### config.mk
export PLATFORM = sky130hd
export DESIGN_NAME = input_debouncer
export DESIGN_NICKNAME = d
export VERILOG_FILES = /design/src/rtl/input_debouncer_pkg.sv /design/src/rtl/sync_ff.sv /design/src/rtl/input_debouncer.sv
export SDC_FILE = /design/constraint.sdc
export NUM_CORES = 1
export LEC_CHECK = 0
export ABC_AREA = 1
export CORE_AREA = 2 2 52 54
export CTS_BUF_LIST = sky130_fd_sc_hd__clkbuf_16
export CTS_CLUSTER_DIAMETER = 200
export DETAILED_ROUTE_END_ITERATION = 7
export DIE_AREA = 0 0 54 56
export GPL_TIMING_DRIVEN = 0
export PLACE_DENSITY = 0.76
export SYNTH_ARGS = -nofsm -noshare
export SYNTH_HDL_FRONTEND = slang
export SYNTH_SLANG_ARGS = --single-unit
### constraint.sdc
create_clock -name clk -period 1.7 [get_ports clk]
set_input_delay 0.255 -clock clk [delete_from_list [all_inputs] [get_ports clk]]
set_output_delay 0.255 -clock clk [all_outputs]
set_load 0.005 [all_outputs]
### src/rtl/input_debouncer_pkg.sv
// ============================================================================
//  Module   : input_debouncer_pkg
//  Brief    : Shared state encoding and glitch-counter sizing for the debouncer.
//  Revision : 1.0 - initial release
// ============================================================================
`default_nettype none

package input_debouncer_pkg;

  typedef enum logic [1:0] {
    LOW       = 2'b00,
    WAIT_HIGH = 2'b01,
    HIGH      = 2'b10,
    WAIT_LOW  = 2'b11
  } state_t;

  localparam int                    c_GLITCH_W   = 8;
  localparam logic [c_GLITCH_W-1:0] c_GLITCH_MAX = '1;

endpackage

`default_nettype wire

### src/rtl/sync_ff.sv
// ============================================================================
//  Module   : sync_ff
//  Brief    : SYNC_STAGES-deep flop chain bringing an async level into clk.
//  Revision : 1.0 - initial release
// ============================================================================
`default_nettype none

module sync_ff #(
  parameter int SYNC_STAGES = 2
) (
  input  logic clk,
  input  logic ar,
  input  logic d,
  output logic q
);

  logic [SYNC_STAGES-1:0] r_chain;

  always_ff @(posedge clk or posedge ar) begin
    if (ar) begin
      r_chain <= '0;
    end else begin
      r_chain <= {r_chain[SYNC_STAGES-2:0], d};
    end
  end

  assign q = r_chain[SYNC_STAGES-1];

endmodule

`default_nettype wire

### src/rtl/input_debouncer.sv
// ============================================================================
//  Module   : input_debouncer
//  Brief    : Synchronize + debounce a raw switch level; emits level and edges.
//             INPUT_DEBOUNCER_GLITCH_COUNT_EN adds the glitch_cnt output.
//  Revision : 1.0 - initial release
// ============================================================================
`default_nettype none

module input_debouncer
  import input_debouncer_pkg::*;
#(
  parameter int SYNC_STAGES     = 2,
  parameter int DEBOUNCE_CYCLES = 1000,
  parameter int CNT_W           = 16
) (
  input  logic clk,
  input  logic ar,
  input  logic din,
  input  logic en,
  output logic x,
  output logic rise,
  output logic fall,
  output logic busy
`ifdef INPUT_DEBOUNCER_GLITCH_COUNT_EN
  ,
  output logic [c_GLITCH_W-1:0] glitch_cnt
`endif
);

  localparam logic [CNT_W-1:0] c_CNT_LAST = CNT_W'(DEBOUNCE_CYCLES - 1);
  localparam logic [CNT_W-1:0] c_CNT_ONE  = CNT_W'(1);

  logic             w_s;
  state_t           r_state, w_state_nxt;
  logic [CNT_W-1:0] r_cnt, w_cnt_nxt;
  logic             r_x, w_x_nxt;
  logic             r_rise, w_rise_nxt;
  logic             r_fall, w_fall_nxt;
  logic             r_busy;

  sync_ff #(
    .SYNC_STAGES(SYNC_STAGES)
  ) u_sync (
    .clk(clk),
    .ar (ar),
    .d  (din),
    .q  (w_s)
  );

  // With en low everything falls through to the hold defaults.
  always_comb begin
    w_state_nxt = r_state;
    w_cnt_nxt   = r_cnt;
    w_x_nxt     = r_x;
    w_rise_nxt  = 1'b0;
    w_fall_nxt  = 1'b0;
    if (en) begin
      case (r_state)
        LOW: begin
          if (w_s) begin
            w_state_nxt = WAIT_HIGH;
            w_cnt_nxt   = '0;
          end
        end
        WAIT_HIGH: begin
          if (!w_s) begin
            w_state_nxt = LOW;
            w_cnt_nxt   = '0;
          end else if (r_cnt == c_CNT_LAST) begin
            w_state_nxt = HIGH;
            w_cnt_nxt   = '0;
            w_x_nxt     = 1'b1;
            w_rise_nxt  = 1'b1;
          end else begin
            w_cnt_nxt = r_cnt + c_CNT_ONE;
          end
        end
        HIGH: begin
          if (!w_s) begin
            w_state_nxt = WAIT_LOW;
            w_cnt_nxt   = '0;
          end
        end
        WAIT_LOW: begin
          if (w_s) begin
            w_state_nxt = HIGH;
            w_cnt_nxt   = '0;
          end else if (r_cnt == c_CNT_LAST) begin
            w_state_nxt = LOW;
            w_cnt_nxt   = '0;
            w_x_nxt     = 1'b0;
            w_fall_nxt  = 1'b1;
          end else begin
            w_cnt_nxt = r_cnt + c_CNT_ONE;
          end
        end
        default: begin
          w_state_nxt = LOW;
          w_cnt_nxt   = '0;
          w_x_nxt     = 1'b0;
        end
      endcase
    end
  end

  always_ff @(posedge clk or posedge ar) begin
    if (ar) begin
      r_state <= LOW;
      r_cnt   <= '0;
      r_x     <= 1'b0;
      r_rise  <= 1'b0;
      r_fall  <= 1'b0;
      r_busy  <= 1'b0;
    end else begin
      r_state <= w_state_nxt;
      r_cnt   <= w_cnt_nxt;
      r_x     <= w_x_nxt;
      r_rise  <= w_rise_nxt;
      r_fall  <= w_fall_nxt;
      r_busy  <= (w_state_nxt == WAIT_HIGH) || (w_state_nxt == WAIT_LOW);
    end
  end

  assign x    = r_x;
  assign rise = r_rise;
  assign fall = r_fall;
  assign busy = r_busy;

`ifdef INPUT_DEBOUNCER_GLITCH_COUNT_EN
  logic                  w_glitch;
  logic [c_GLITCH_W-1:0] r_glitch_cnt;

  // An abort is a WAIT_* state seeing the origin level again.
  assign w_glitch = en && (((r_state == WAIT_HIGH) && !w_s) ||
                           ((r_state == WAIT_LOW)  &&  w_s));

  always_ff @(posedge clk or posedge ar) begin
    if (ar) begin
      r_glitch_cnt <= '0;
    end else if (w_glitch && (r_glitch_cnt != c_GLITCH_MAX)) begin
      r_glitch_cnt <= r_glitch_cnt + c_GLITCH_W'(1);
    end
  end

  assign glitch_cnt = r_glitch_cnt;
`endif

endmodule

`default_nettype wire

; ---- After elaboration in Yosys (flattened, before gate mapping)
; Cells that the tools add are included.
[word_totals]
reg_bits = 24
input_bits = 4
output_inout_bits = 4
word_cells = 51
[classes]
add_sub_neg = 1
eq_ne = 12
muxes = 26
reduce_logical = 5
[ops]
columns = operator, count
row1 = 2-to-1 mux 16 bit, 5
row2 = case mux 16 bit (4 select lines), 1
row3 = "adder 16 x 1 -> 16 bit, second input constant", 1
row4 = "== test 16 x 10 -> 1 bit, second input constant", 1
row5 = 2-to-1 mux 2 bit, 7
row6 = 2-to-1 mux 1 bit, 11
row7 = "!= test 2 bit, second input constant", 4
row8 = case mux 2 bit (4 select lines), 1
row9 = "== test 2 bit, second input constant", 3
row10 = AND reduction 6 bit, 1
row11 = "== test 2 x 1 -> 1 bit, second input constant", 2
row12 = "!= test 2 x 1 -> 1 bit, second input constant", 2
row13 = AND reduction 3 bit, 1
row14 = logical NOT 2 bit, 1
row15 = case mux 1 bit (2 select lines), 1
row16 = nonzero test 2 bit, 1
row17 = logical OR 1 bit, 1

; ---- Longest topological paths before layout
; Gate-level depths: netlist of the first run.
[depth]
ltp_word = 7
mapped_depth = 11
mapped_depth_nobuf = 11

; ---- Modules after synthesis
; A second synthesis of the first run with hierarchy kept.
[hier_totals]
cells_unflattened = 200
area_unflattened_um2 = 1338.8
[modules_own_cells]
columns = mod, n_inst, cells_each, area_per_inst_um2, seq_area_each_um2
row1 = input_debouncer, 1, 197, 1285.0, 525.5
row2 = sync_ff, 1, 3, 53.8, 50.0

; ---- Worst setup path after synthesis of the first run
; No wires, ideal clock.
[synth_path]
path_kind = register -> register
startpoint = register r_cnt[0]
endpoint = register r_cnt[7]
setup_time_ns = 0.071
arrival_ns = 1.277
slack_ns = 0.352
stages_incl_launch_ff = 11
n_path_buf = 0
period_less_slack_ns = 1.348
cell_sequence = dfrtp_1 ha_1 nand2_2 inv_2 nand2_1 nor2_4 nand2_4 nand2_4 nand2_4 o21ai_0 nor2_1
[synth_between]
elab_chain_len = 4
word_cells_on_any_way = 6
classes_between = add/sub (1) / eq/ne (1) / mux (4)
[synth_lines]
columns = item, line
row1 = start: declaration, input_debouncer.sv:35  ; logic [CNT_W-1:0] r_cnt, w_cnt_nxt;
row2 = start signal: assignment, input_debouncer.sv:116  ; r_cnt <= w_cnt_nxt;
row3 = adder 16 x 1 -> 16 bit / == test 16 x 10 -> 1 bit (equally long branches), -
row4 = 2-to-1 mux 16 bit (*), "input_debouncer.sv:69, input_debouncer.sv:88"
row5 = "2-to-1 mux 16 bit, on equally long branches", "input_debouncer.sv:85, input_debouncer.sv:66"
row6 = case mux 16 bit (4 select lines) (*), input_debouncer.sv:58  ; case (r_state)
; Every way passes the cells marked *; elsewhere a longest branch is shown, timed or not.
; A chain may end at the register's enable or synchronous reset.

; ---- Worst setup path in the final report of the first run
[layout_path]
startpoint = register r_cnt[0]
endpoint = register r_cnt[0]
; Same word-level chain as after synthesis.

==> impl_results.md, run 1 <==
* Antenna Nets Post-Route at 0
* Clock sink total at 23
* GPL Wtd Cong at slightly above 0.9
* Port-buffer cells at 7
* Maxcap violations at 0
* Post-synthesis sequential area ratio at 0.419
* Post-synth top cells: nand2_1 (48), nor2_1 (29), inv_1 (25), dfrtp_1 (23), nand3_1 (14)
* RSZ-0062 raised after global routing: no
* Cell depth of the worst flop-to-flop path at 8
* CTS tree: built
* Row cnt at 18
* Final #Nets at a little over 200
* Critical path arrival at 1.73 ns
* Vias in the first global route at ~1.2k
* DRC viols at 0
* Cells after synthesis at ~190
* Distinct cells, synth at 24
* CTS buffer count at 3
* Via count at between 1k and 1.5k
* Top cell type's share of synthesized area at 0.419
* Period minus WS final at around 1.6 ns
* PD cells at approximately 760 nW/um2
* Initial antenna violation count at 0
* Hold Path Depth at 0
* Yosys top cell by area: dfrtp_1
* Global-route wire length before repair at slightly above 5000 um
* Quantity of hold-fixing buffers added after cts at 0
* Drt first pass iters at 4
* Largest net degree at the start of global routing at 24
* Top-count cell post-synth: nand2_1
* CP Capture Type: register
* Layout cells sized above 1 at 0.136
* Synthesized area at about 1400 um2
* Clock skew at 0.00560 ns
* Worst EP required at 1.87 ns
* CP Launch Type: register
* Post-synth EDFFs at 0
* Flops & latches, synth at 23
* Initial drt markers at 39
* Final-report hold violation count at 0
* ANT cells at 0
* Layout overhead on the synthesized area at 14.0%
* Worst Setup Path Type: register to register
* Post-DR vias/cell at ~5.4
* Top cells by area, synth: dfrtp_1 (42%), nand2_1 (13%), nor2_1 (7.9%)
* CTS root buffer: clkbuf_16
* Total track usage at 0.225
* H-Tree Depth at 1
* Hold crit path type: register to register
* Slew Viols, Final at 0
* Yosys Warn Count at 0
* Worst-path clk slew at 0.06 ns
* CTS Buffer Depth at 2
* Crit path max fanout at 5
* Initial Utilization at 0.565
* Setup TNS at 0 ns
* Leakage at 0.786 nW
* Per-cell routed wire length at ~12 um
* Status: completed
* IO Pins at 8
* Mapped Nets at 192
* Syn avg cell area at roughly 7.4 um2
* Finished Layout Cells at between 200 and 250
* Fin crit share at 0.921
* Total gr overflow at 0
* Max Clk Rate at around 0.64 GHz
* Die Y-Extent at approximately 56 um
* Core area at roughly 2400 um2
* Routed WL at 2820 um
* Maximum vdd drop at roughly 0.46 mV
* Die span in x at 54 um
* Max-Slew Margin vs Limit at 0.440
* Top FF cell, synth: dfrtp_1
* Inst Count DP at 224
* Asr flop ratio synth at 1.00
* Slew @ Worst Pin at between 0.8 and 0.9 ns
* Die area at 3020 um2
* HPWL Detailed at 2180 um
* Final Setup Violations at 0
* Worst skew pair latency at between 0.2 and 0.3 ns
cell families after synthesis:
| logic type | synth area share |
|---|---|
| AOI/OAI and AO/OA | 0.0801 |
| adders and majority gates | 0.00910 |
| and+or+nand+nor | 0.407 |
| DFF | 0.419 |
| xor gates and xnor gates | 0.00637 |
| buffers and inverters | 0.0792 |
final cells by class:
cell class	count	area [um2]
fill	225	865
buffer	1	7.51
multi-input combinational	136	693
inverter	27	101
tap	30	37.5
timing repair buffer	7	70.1
clock inverter	1	7.51
sequential	23	576
clock buffer	3	75.1
worst max-delay path, cell delays in order (launching register included):
cell	delay (ns)
dfrtp_1	0.42
ha_1	0.25
nand2_2	0.12
inv_2	0.03
nand2_1	0.09
nor2_4	0.05
nand2_4	0.12
nand3_1	0.17
o21ai_0	0.22
cell usage in the layout (no fill, tap or decap), types with 2 or more instances in the layout:
master	count
nand3_1	14
nand2_2	6
nand2_1	48
dfrtp_1	23
clkbuf_16	3
nand3_2	2
nor3_1	3
nor2_2	3
nand3b_1	2
o21ai_0	10
a21oi_1	5
inv_1	25
nor2_1	28
clkdlybuf4s50_1	7
nor2_4	2
inv_2	2
o21ai_1	2
nand2_4	4
flip-flops by register name, indices dropped and copies added, names as in the netlist, named ones only:
signal,flops
u_sync.r_chain,2
x,1
fall,1
r_cnt,16
rise,1
routing by layer:
metal | up-vias | share of wire | GRT usage
li1 | 608 | - | -
met1 | 585 | 0.44 | 0.294
met2 | 29 | 0.50 | 0.359
met3 | 7 | 0.045 | 0.0403
met4 | 0 | 0.021 | 0.0929
met5 | - | 0 | 0
worst paths after layout:
kind	from	endpoint	slack, ns
min in group asynchronous	ar	rise$_DFF_PP0_	0.46
worst min-delay path	u_sync.r_chain[0]$_DFF_PP0_	u_sync.r_chain[1]$_DFF_PP0_	0.35
worst max-delay path	r_cnt[0]$_DFFE_PP0P_	r_cnt[0]$_DFFE_PP0P_	0.13
max in group asynchronous	ar	r_cnt[7]$_DFFE_PP0P_	0.72
worst max register to register	r_cnt[0]$_DFFE_PP0P_	r_cnt[0]$_DFFE_PP0P_	0.13
worst min register to register	u_sync.r_chain[0]$_DFF_PP0_	u_sync.r_chain[1]$_DFF_PP0_	0.35
timing repair:
action,4_1_cts,5_1_grt
hold endpoints to repair,0,0
setup endpoints to repair,0,1
buffers inserted,0,0
resized for setup,0,1
report_power, final:
| part | internal (W) | switching (W) | total (W) |
|---|---|---|---|
| clock | 0.000319 | 0.000202 | 0.000521 |
| combinational | 0.0000325 | 0.0000661 | 0.0000986 |
| sequential | 0.000557 | 0.00000968 | 0.000567 |
| total | 0.000909 | 0.000278 | 0.00119 |
per-stage QoR:
step	hold WS [ns]	worst slack (ns)	util	area, um2	total power [W]
finish	0.351	0.135	0.645	1570	0.00119
global route	0.358	0.0108	0.645	1570	0.00123
CTS	0.356	0.113	0.644	1570	0.00120
detailed placement	0.341	0.00241	0.610	1480	0.000677
global placement	0.337	0.0503	0.610	1480	0.000671
floorplan	0.257	0.352	-	1380	0.000643
Note: power is estimated with default switching activity, not from simulation.
==> run 2: changes to the inputs <==
- CORE_AREA: 2 2 52 54 -> 2 2 51 53
- DIE_AREA: 0 0 54 56 -> 0 0 53 55
- PLACE_DENSITY: 0.76 -> 0.78
- SKIP_CTS_REPAIR_TIMING: default -> 1
- clock period: 1.7 -> 1.8 ns (I/O delays scaled with it)
==> impl_results.md, run 2 (synthesized netlist as in run 1, its figures left out) <==
* Met2 Routed Length at 1320 um (-5.4%)
* Final #Nets at 204 (unchanged)
* Die Y-Extent at 55 um (-1.8%)
* RSZ-0062 raised after global routing: no
* Crit path max fanout at 7 (+2)
* Bufs and invs on worst path at 1 (unchanged)
* Global-route wire length before repair at 4750 um (-7.4%)
* Period minus WS final at 1.54 ns (-0.0279 ns)
* Worst skew pair latency at 0.26 ns (about the same)
* Vias in the first global route at 1130 (-7.8%)
* ANT cells at 0 (unchanged)
* PD cells at 716 nW/um2 (-5.4%)
* Post-DR vias/cell at 5.38 (-0.24%)
* DR WL met3 at 123 um (-2.4%)
* Setup TNS at 0 ns (unchanged)
* Total track usage at 0.230 (+0.00466)
* H-Tree Depth at 1 (unchanged)
* Via count at 1226 (-0.24%)
* Finished Layout Cells at 228 (unchanged)
* Antenna Nets Post-Route at 0 (unchanged)
* Die area at 2920 um2 (-3.6%)
* Initial antenna violation count at 0 (unchanged)
* Layout overhead on the synthesized area at 13.8%
* CP max-delay cell: dfrtp_1
* CTS tree: built
* Drt first pass iters at 4 (unchanged)
* CTS Buffer Depth at 2 (unchanged)
* Fillers at 197 (-12%)
* Die span in x at 53 um (-1.9%)
* Slew @ Worst Pin at 0.871 ns (+0.0320 ns)
* GPL Wtd Cong at 0.974 (+5.7%)
* Hold crit path type: register to register
* Initial Utilization at 0.581 (+0.0162)
* Fin crit share at 0.854 (-0.0666)
* Worst Setup Path Type: register to register
* Slew Viols, Final at 0 (unchanged)
* Post-layout util at 0.662 (+0.0174)
* Crit-path cells: ha_1 > nand2_2 > inv_2 > nand2_1 > nor2_4 > nand2_4 > nand2_4 > nand2_4 > o21ai_0 > nor2_1
* CTS buffer count at 3 (unchanged)
* Largest net degree at the start of global routing at 24 (unchanged)
* Total gr overflow at 0 (unchanged)
* Port-buffer cells at 7 (unchanged)
* Number of flip-flops in the largest register at 16 (unchanged)
* Max layer used: met4
* Clock sink total at 23 (unchanged)
* Per-cell routed wire length at 12.3 um (-0.53%)
* CP max stage delay at 0.42 ns (about the same)
* Most flops, register: r_cnt
* CTS root buffer: clkbuf_16
* Row cnt at 18 (unchanged)
* Core area at 2360 um2 (-2.8%)
* DRC viols at 0 (unchanged)
* Max Clk Rate at 0.651 GHz (+1.8%)
* IO Pins at 8 (unchanged)
* Largest delay share family, worst path: simple AND/OR/NAND/NOR gates
* Most frequent CP cell: nand2_4
* Biggest regs: r_cnt x16, u_sync.r_chain x2
* HPWL Detailed at 2080 um (-4.4%)
* Status: completed
* CP Launch Type: register
* Commonest non-fill, non-tap cell in the layout: nand2_1
* Clock skew at 0.00537 ns (-0.000229 ns)
* Routed WL at 2810 um (-0.53%)
* Max-Slew Margin vs Limit at 0.419 (-0.0213)
* Final Setup Violations at 0 (unchanged)
* Maxcap violations at 0 (unchanged)
* CP Capture Type: register
* Final Power at 0.00112 W (-5.5%)
* M1 WL at 1280 um (+3.6%)
* Final-report hold violation count at 0 (unchanged)
* Inst Count DP at 224 (unchanged)
* Layout cells sized above 1 at 0.131 (-0.00505)
* Initial drt markers at 36 (-7.7%)
* Commonest non-fill, non-tap cells in the layout: nand2_1 (48), nor2_1 (29), inv_1 (25)
* Leakage at 0.786 nW (about the same)
* Maximum vdd drop at 0.520 mV (+13%)
* Worst EP required at 1.99 ns (+0.12 ns)
* Critical path arrival at 1.73 ns (about the same)
* Worst-path clk slew at 0.06 ns (about the same)
==> run 2: per-stage QoR <==
| stage | setup slack, ns | instance area, um2 | hold WS (ns) |
|---|---|---|---|
| finish | 0.263 | 1570 | 0.351 |
| global route | 0.123 | 1570 | 0.358 |
| CTS | 0.256 | 1570 | 0.355 |
| detailed placement | 0.0867 | 1480 | 0.340 |
| global placement | 0.128 | 1480 | 0.335 |
| floorplan | 0.452 | 1380 | 0.272 |
==> run 2: path summary, 6_finish.rpt <==
check                      slack [ns]                     endpoint  depth (start not counted)                   startpoint
setup / recovery                 0.26         r_cnt[7]$_DFFE_PP0P_                         10         r_cnt[0]$_DFFE_PP0P_
hold / removal                   0.35  u_sync.r_chain[1]$_DFF_PP0_                          0  u_sync.r_chain[0]$_DFF_PP0_
setup reg to reg                 0.26         r_cnt[7]$_DFFE_PP0P_                         10         r_cnt[0]$_DFFE_PP0P_
hold reg to reg                  0.35  u_sync.r_chain[1]$_DFF_PP0_                          0  u_sync.r_chain[0]$_DFF_PP0_
max in group asynchronous        0.76        r_cnt[11]$_DFFE_PP0P_                          2                           ar
min in group asynchronous        0.50         r_cnt[4]$_DFFE_PP0P_                          2                           ar
==> run 2: report_power, final <==
part            total, W  switching, W  leakage (nW)  internal (W)
Clock           0.000493      0.000192        0.0371      0.000301
Combinational  0.0000923     0.0000618         0.440     0.0000305
Sequential      0.000535    0.00000891         0.309      0.000527
==> run 2: cell type report <==
| type | instances | area (um2) | area share |
|---|---|---|---|
| Buffer | 1 | 7.51 | 0.00480 |
| Clock buffer | 3 | 75.1 | 0.0480 |
| Clock inverter | 1 | 7.51 | 0.00480 |
| Inverter | 27 | 101 | 0.0647 |
| Multi-Input combinational cell | 136 | 691 | 0.441 |
| Sequential cell | 23 | 576 | 0.368 |
| Tap cell | 30 | 37.5 | 0.0240 |
| Timing Repair Buffer | 7 | 70.1 | 0.0448 |
==> run 2: per-layer routing <==
| metal | vias up | global-route usage |
|---|---|---|
| met2 | 42 | 0.377 |
| met3 | 9 | 0.0430 |
| li1 | 605 | - |
| met4 | 0 | 0.115 |
| met5 | - | 0 |
| met1 | 570 | 0.293 |
==> run 3: changes to the inputs <==
- SKIP_LAST_GASP: default -> 1
==> results of run 3 <==
Final layout, timing and power as in run 2 (identical DEF).
